$ cat config.mk
export PLATFORM = sky130hd
export DESIGN_NAME = alu_seq
export DESIGN_NICKNAME = d
export VERILOG_FILES = /design/src/rtl/alu_pkg.sv /design/src/rtl/alu_comb_core.sv /design/src/rtl/alu_seq.sv
export SDC_FILE = /design/constraint.sdc
export NUM_CORES = 1
export LEC_CHECK = 0
export CORE_ASPECT_RATIO = 1.1
export CORE_UTILIZATION = 32
export DETAILED_ROUTE_END_ITERATION = 10
export HOLD_SLACK_MARGIN = 0.03
export PLACE_DENSITY = 0.51
export SLEW_MARGIN = 5
export SYNTH_ARGS = -nofsm -noshare
export SYNTH_HDL_FRONTEND = slang
export SYNTH_SLANG_ARGS = --single-unit
$ cat constraint.sdc
create_clock -name clk_i -period 4 [get_ports clk_i]
set_input_delay 0.6 -clock clk_i [delete_from_list [all_inputs] [get_ports clk_i]]
set_output_delay 0.6 -clock clk_i [all_outputs]
set_load 0.01 [all_outputs]
$ cat src/rtl/alu_pkg.sv
// alu_pkg: shared definitions for the sequential ALU.
//   - ALU control codes {A_invert, B_invert, op[1:0]}
//   - FSM state encoding used by alu_seq
package alu_pkg;

  localparam logic [3:0] ALU_AND = 4'b0000;
  localparam logic [3:0] ALU_OR  = 4'b0001;
  localparam logic [3:0] ALU_ADD = 4'b0010;
  localparam logic [3:0] ALU_SUB = 4'b0110;
  localparam logic [3:0] ALU_SLT = 4'b0111;
  localparam logic [3:0] ALU_NOR = 4'b1100;
  localparam logic [3:0] ALU_MUL = 4'b1000;

  typedef enum logic [1:0] {
    S_IDLE = 2'd0,
    S_MUL  = 2'd1,
    S_DONE = 2'd2
  } state_t;

endpackage

$ cat src/rtl/alu_comb_core.sv
// alu_comb_core: combinational invert/AND/OR/add/SLT datapath.
// Ports:
//   a_i, b_i    : WIDTH-bit operands
//   ctrl_i      : {A_invert, B_invert, op[1:0]}; op 00 AND, 01 OR, 10 add, 11 SLT
//   result_o    : WIDTH-bit result
//   cout_o      : carry out of the MSB (add op only)
//   overflow_o  : signed overflow (add op only)
// NOR falls out naturally as AND with both inputs inverted.
module alu_comb_core #(
  parameter int WIDTH = 32
) (
  input  logic [WIDTH-1:0] a_i,
  input  logic [WIDTH-1:0] b_i,
  input  logic [3:0]       ctrl_i,
  output logic [WIDTH-1:0] result_o,
  output logic             cout_o,
  output logic             overflow_o
);

  logic [WIDTH-1:0] a_eff;
  logic [WIDTH-1:0] b_eff;
  logic [WIDTH:0]   sum;
  logic             add_ovf;

  always_comb begin
    a_eff   = ctrl_i[3] ? ~a_i : a_i;
    b_eff   = ctrl_i[2] ? ~b_i : b_i;
    // Inverting B also injects the carry-in, giving two's-complement subtract.
    sum     = {1'b0, a_eff} + {1'b0, b_eff} + {{WIDTH{1'b0}}, ctrl_i[2]};
    add_ovf = (a_eff[WIDTH-1] == b_eff[WIDTH-1]) && (sum[WIDTH-1] != a_eff[WIDTH-1]);

    result_o   = '0;
    cout_o     = 1'b0;
    overflow_o = 1'b0;
    case (ctrl_i[1:0])
      2'b00: result_o = a_eff & b_eff;
      2'b01: result_o = a_eff | b_eff;
      2'b10: begin
        result_o   = sum[WIDTH-1:0];
        cout_o     = sum[WIDTH];
        overflow_o = add_ovf;
      end
      // Signed less-than: sign of the difference corrected by overflow.
      default: result_o = {{(WIDTH-1){1'b0}}, sum[WIDTH-1] ^ add_ovf};
    endcase
  end

endmodule

$ cat src/rtl/alu_seq.sv
// alu_seq: WIDTH-bit sequential ALU with valid/ready handshakes.
// Ports:
//   clk_i, rst_i          : clock (rising edge), async active-low reset
//   in_valid_i/in_ready_o : operand handshake; ready only in IDLE
//   src1_i, src2_i, ctrl_i: operands and {A_inv, B_inv, op}
//   out_valid_o/out_ready_i: result handshake; result held until consumed
//   result_o, zero_o, cout_o, overflow_o: registered result and flags
// Single-cycle ops register at the accept edge; MUL iterates WIDTH
// shift-add steps. Unsupported codes complete with result and flags 0.
module alu_seq
  import alu_pkg::*;
#(
  parameter int WIDTH  = 32,
  parameter bit MUL_EN = 1'b1
) (
  input  logic             clk_i,
  input  logic             rst_i,
  input  logic             in_valid_i,
  output logic             in_ready_o,
  input  logic [WIDTH-1:0] src1_i,
  input  logic [WIDTH-1:0] src2_i,
  input  logic [3:0]       ctrl_i,
  output logic             out_valid_o,
  input  logic             out_ready_i,
  output logic [WIDTH-1:0] result_o,
  output logic             zero_o,
  output logic             cout_o,
  output logic             overflow_o
);

  localparam int CW = (WIDTH > 1) ? $clog2(WIDTH) : 1;

  state_t           state_q,  state_d;
  logic [WIDTH-1:0] result_q, result_d;
  logic             zero_q,   zero_d;
  logic             cout_q,   cout_d;
  logic             ovf_q,    ovf_d;
  logic [WIDTH-1:0] mcand_q,  mcand_d;
  logic [WIDTH-1:0] mplier_q, mplier_d;
  logic [WIDTH-1:0] acc_q,    acc_d;
  logic [CW-1:0]    cnt_q,    cnt_d;

  logic [WIDTH-1:0] core_res;
  logic             core_cout;
  logic             core_ovf;
  logic             is_mul;
  logic             is_basic;
  logic [WIDTH-1:0] acc_step;

  alu_comb_core #(.WIDTH(WIDTH)) u_core (
    .a_i        (src1_i),
    .b_i        (src2_i),
    .ctrl_i     (ctrl_i),
    .result_o   (core_res),
    .cout_o     (core_cout),
    .overflow_o (core_ovf)
  );

  always_comb begin
    is_mul = MUL_EN && (ctrl_i == ALU_MUL);
    case (ctrl_i)
      ALU_AND, ALU_OR, ALU_ADD, ALU_SUB, ALU_SLT, ALU_NOR: is_basic = 1'b1;
      default:                                             is_basic = 1'b0;
    endcase
    acc_step = mplier_q[0] ? (acc_q + mcand_q) : acc_q;
  end

  always_comb begin
    state_d  = state_q;
    result_d = result_q;
    zero_d   = zero_q;
    cout_d   = cout_q;
    ovf_d    = ovf_q;
    mcand_d  = mcand_q;
    mplier_d = mplier_q;
    acc_d    = acc_q;
    cnt_d    = cnt_q;
    case (state_q)
      S_IDLE: begin
        if (in_valid_i) begin
          if (is_mul) begin
            mcand_d  = src1_i;
            mplier_d = src2_i;
            acc_d    = '0;
            cnt_d    = '0;
            state_d  = S_MUL;
          end else begin
            // Unsupported codes report zero_o=0 even though the result is 0.
            result_d = is_basic ? core_res  : '0;
            cout_d   = is_basic ? core_cout : 1'b0;
            ovf_d    = is_basic ? core_ovf  : 1'b0;
            zero_d   = is_basic && (core_res == '0);
            state_d  = S_DONE;
          end
        end
      end
      S_MUL: begin
        acc_d    = acc_step;
        mcand_d  = mcand_q << 1;
        mplier_d = mplier_q >> 1;
        cnt_d    = cnt_q + 1'b1;
        if (cnt_q == CW'(WIDTH - 1)) begin
          result_d = acc_step;
          zero_d   = (acc_step == '0);
          cout_d   = 1'b0;
          ovf_d    = 1'b0;
          state_d  = S_DONE;
        end
      end
      S_DONE: begin
        if (out_ready_i) state_d = S_IDLE;
      end
      default: state_d = S_IDLE;
    endcase
  end

  always_ff @(posedge clk_i or negedge rst_i) begin
    if (!rst_i) begin
      state_q  <= S_IDLE;
      result_q <= '0;
      zero_q   <= 1'b0;
      cout_q   <= 1'b0;
      ovf_q    <= 1'b0;
      mcand_q  <= '0;
      mplier_q <= '0;
      acc_q    <= '0;
      cnt_q    <= '0;
    end else begin
      state_q  <= state_d;
      result_q <= result_d;
      zero_q   <= zero_d;
      cout_q   <= cout_d;
      ovf_q    <= ovf_d;
      mcand_q  <= mcand_d;
      mplier_q <= mplier_d;
      acc_q    <= acc_d;
      cnt_q    <= cnt_d;
    end
  end

  assign in_ready_o  = (state_q == S_IDLE);
  assign out_valid_o = (state_q == S_DONE);
  assign result_o    = result_q;
  assign zero_o      = zero_q;
  assign cout_o      = cout_q;
  assign overflow_o  = ovf_q;

endmodule

==> flow_summary_export.csv <==
group,metric,value,unit
sta,hold_violations,0,
cells_and_area,nFillCells,3621,
die,die_h,204,um
power,ir_drop,0.000347,V
worst_setup_path,worstReg2RegEnd,"zero_o",
worst_setup_path,cp_slowest_stage_delay,0.30,ns
worst_setup_path,r2r_start,"acc_q[0]",
die,fp.dieW,185,um
worst_setup_path,reg2reg_depth,14,
sta,fmax,197,MHz
place,numPortBuffers,108,
sta,min_period_over_period,127,%
run_status,violations,"setup timing",
synth,yosys_warnings,0,
sta,setup-tns-final,-2.54,ns
worst_setup_path,setup.worst_path.start,"src2_i[8]",
die,core,0.0363,sq mm
cells_and_area,antenna_cells,0,
synth,avgSynthCellArea,7.72,sq um
detailed_routing,wire_per_inst,18.6,um
worst_setup_path,cp_data_required_time,4.39,ns
clocking,clk_latency,0.45,ns
die,io-pin-count,109,
place,dp.cells,2239,
sta,fin_ws,-1.07,ns
worst_setup_path,rrSetupSlack,-0.04,ns
synth,ys_seq_area_share,29.2,%
global_route,grt.total_usage,23.7,%
detailed_routing,drt-total-wl,43400,um
die,start_util,32.6,%
die,rows,73,
worst_setup_path,crit_end,"zero_o",
clocking,cts_tree,"yes",
sta,skew,0.0105,ns
synth,yosys.cell_types.count,69,
synth,synth_flop_cell,"dfrtp_1",
synth,syn_area,0.0118,sq mm
synth,synth_edf_count,0,
power,p_per_area,610,mW/mm^2
clocking,cts.clk_slew.worst_paths,0.07,ns
global_route,grt_first_pass_wirelength,68500,um
clocking,htreeDepth,4,
detailed_routing,drc,0,
cells_and_area,fin_nets,2002,
place,gp_congestion,0.909,
sta,rsz0062_at_grt,"true",
synth,ys_seq_elements,138,
worst_hold_path,hold_path.class,"in2async",
run_status,status,"finished with violations",
clocking,clock-sinks,138,
die,die_area,0.0377,sq mm
detailed_routing,drt_iter0_markers,1067,
detailed_routing,ant_nets,0,
detailed_routing,vias,12200,
place,dp_hpwl,32700,um
worst_setup_path,cp_common_cell,"buf_4",
sta,final_max_slew_viol_count,0,
clocking,root_buffer,"clkbuf_16",
sta,worst_pin_slew,1.12,ns
worst_setup_path,crit_path_start_kind,"primary input",
detailed_routing,dr.pass1.iters,5,
cells_and_area,layout-drive-gt1-share,21.2,%
global_route,antenna_found_initial,1,
worst_setup_path,crit_path_top_delay_cell,"nor4_4",
sta,layout_min_cycle_time,5.07,ns
worst_setup_path,cp_data_arrival_time,5.46,ns
cells_and_area,stdcell_count,2331,
synth,synth_nets,1703,
sta,finalSetupViolCount,5,
clocking,cts_buffer_depth,2,
cells_and_area,area_growth,38.4,%
sta,max_slew_margin,24.3,%
global_route,grt_max_degree,105,
global_route,grt_pass1_vias,12100,
power,p_leak,0.00771,uW
synth,async_flop_share,100,%
worst_setup_path,crit_path_max_fanout,3,
global_route,overflow,0,
synth,synthCells,1532,
clocking,numCtsBuffers,17,
worst_setup_path,crit_path_end_kind,"flop",
flow_run,cap_violations,0,
detailed_routing,via_per_inst,5.22,
worst_setup_path,setup.worst_path.class,"in2reg",
==> how the worst min path moves through the flow <==
stage	depth (start not counted)	slack (ns)	to
6_report	1	0.16	mplier_q[9]
4_1_cts	1	0.19	mplier_q[6]
3_5_place_dp	2	0.46	result_o[17]
3_3_place_gp	2	0.46	result_o[12]
5_1_grt	1	0.21	mplier_q[9]
2_1_floorplan	0	0.30	acc_q[0]
==> cell usage in the layout (no fill, tap or decap), types with 73 or more instances in the layout <==
cell | Yosys | final
clkdlybuf4s50_1 | 0 | 74
inv_1 | 83 | 83
nand2_1 | 260 | 259
ha_1 | 96 | 87
dfrtp_1 | 138 | 138
o21ai_0 | 81 | 73
a31oi_1 | 82 | 82
a21oi_1 | 89 | 81
buf_4 | 0 | 248
nor2_1 | 155 | 152
==> routing by layer <==
layer	wire [um]	track usage [%]
met5	0	0
met4	900	6.38
met3	1560	2.84
met2	20500	38.8
met1	20400	32.7
==> worst max-delay path, delay by kind of cell <==
family                   cells  cell delay (ns)
XOR/XNOR                     1             0.18
AO/OA/AOI/OAI                2             0.22
buffers and inverters       23             3.05
AND/OR/NAND/NOR              7             1.13
adder cells (fa/ha/maj)      1             0.28
==> cells in the mapped netlist, drive strengths merged (4+ instances only) <==
cell type  number  area [sq um]
nand2         260           976
nor2          155           582
dfrtp         138          3450
ha             96          1200
a21oi          89           445
inv            84           315
xor2           84           736
clkbuf         83           313
a31oi          82           513
o21ai          82           410
a21o           40           300
a211oi         29           218
xnor2          24           210
nand3          21           105
nand4          21           131
o21a           19           143
mux2i          15           150
o211ai         15           113
nor3           13          65.1
and3           10          62.6
buf            10          46.3
nor2b          10          62.6
o22ai          10          62.6
a22o            9          78.8
a211o           8          70.1
nor4            8          50.1
o31ai           8          60.1
nand2b          7          43.8
o221ai          7          61.3
a21boi          6          45.0
and4            6          52.6
o21bai          6          45.0
or2             6          37.5
a221oi          5          43.8
and2            5          31.3
nor3b           5          37.5
or4             5          37.5
nand4b          4          35.0
o41ai           4          53.8
or3             4          25.0
==> where the power goes <==
group	switching [uW]	internal [uW]
clock network	735	805
logic	3260	2750
registers	479	1960
total	4470	5520
==> cells by family (layout without fill, tap and decap cells) <==
logic type                 count (synthesis)  after routing  synth area share, %
DFF                                      138            138                 29.2
and+or+nand+nor                          546            546                 20.2
muxes                                     18             18                 1.65
buffers and inverters                    178            490                 5.74
AOI/OAI and AO/OA                        445            445                 24.5
adders and majority gates                 99             99                 10.7
xor gates and xnor gates                 108            108                 8.00
==> state kept, by name, indices dropped and copies added (netlist names) <==
name	flops
cnt_q	5
overflow_o	1
mcand_q	32
acc_q	32
state_q	2
result_o	32
cout_o	1
mplier_q	32
zero_o	1
==> through the flow <==
stage / power, uW / util [%] / cell area (sq um) / hold slack [ns] / worst slack (ns)
5_1_grt: 10800 / 45.1 / 16400 / 0.213 / -1.22
3_5_place_dp: 8150 / 40.9 / 14800 / 0.456 / -1.96
6_report: 9990 / 45.1 / 16400 / 0.165 / -1.07
2_1_floorplan: 6140 / - / 12000 / 0.304 / -1.12
4_1_cts: 9930 / 44.4 / 16100 / 0.195 / -0.964
3_3_place_gp: 8100 / 40.9 / 14800 / 0.457 / -1.83
==> final cells by class <==
| class | instances | area [sq um] | share of cell area, % |
|---|---|---|---|
| Inverter | 85 | 319 | 1.95 |
| Multi-Input combinational cell | 1216 | 8300 | 50.7 |
| Timing Repair Buffer | 373 | 3140 | 19.2 |
| Clock buffer | 18 | 429 | 2.62 |
| Clock inverter | 14 | 113 | 0.688 |
| Tap cell | 487 | 609 | 3.72 |
| Sequential cell | 138 | 3450 | 21.1 |
==> repair_timing <==
action | 4_1_cts | 5_1_grt
pin swaps | 32 | 14
gates resized for setup | 98 | 40
setup endpoints to repair | 4 | 10
buffers inserted | 54 | 8
hold buffers | 0 | 0
endpoints found under the hold margin | 0 | 0
Note: power is estimated with default switching activity, not from simulation.
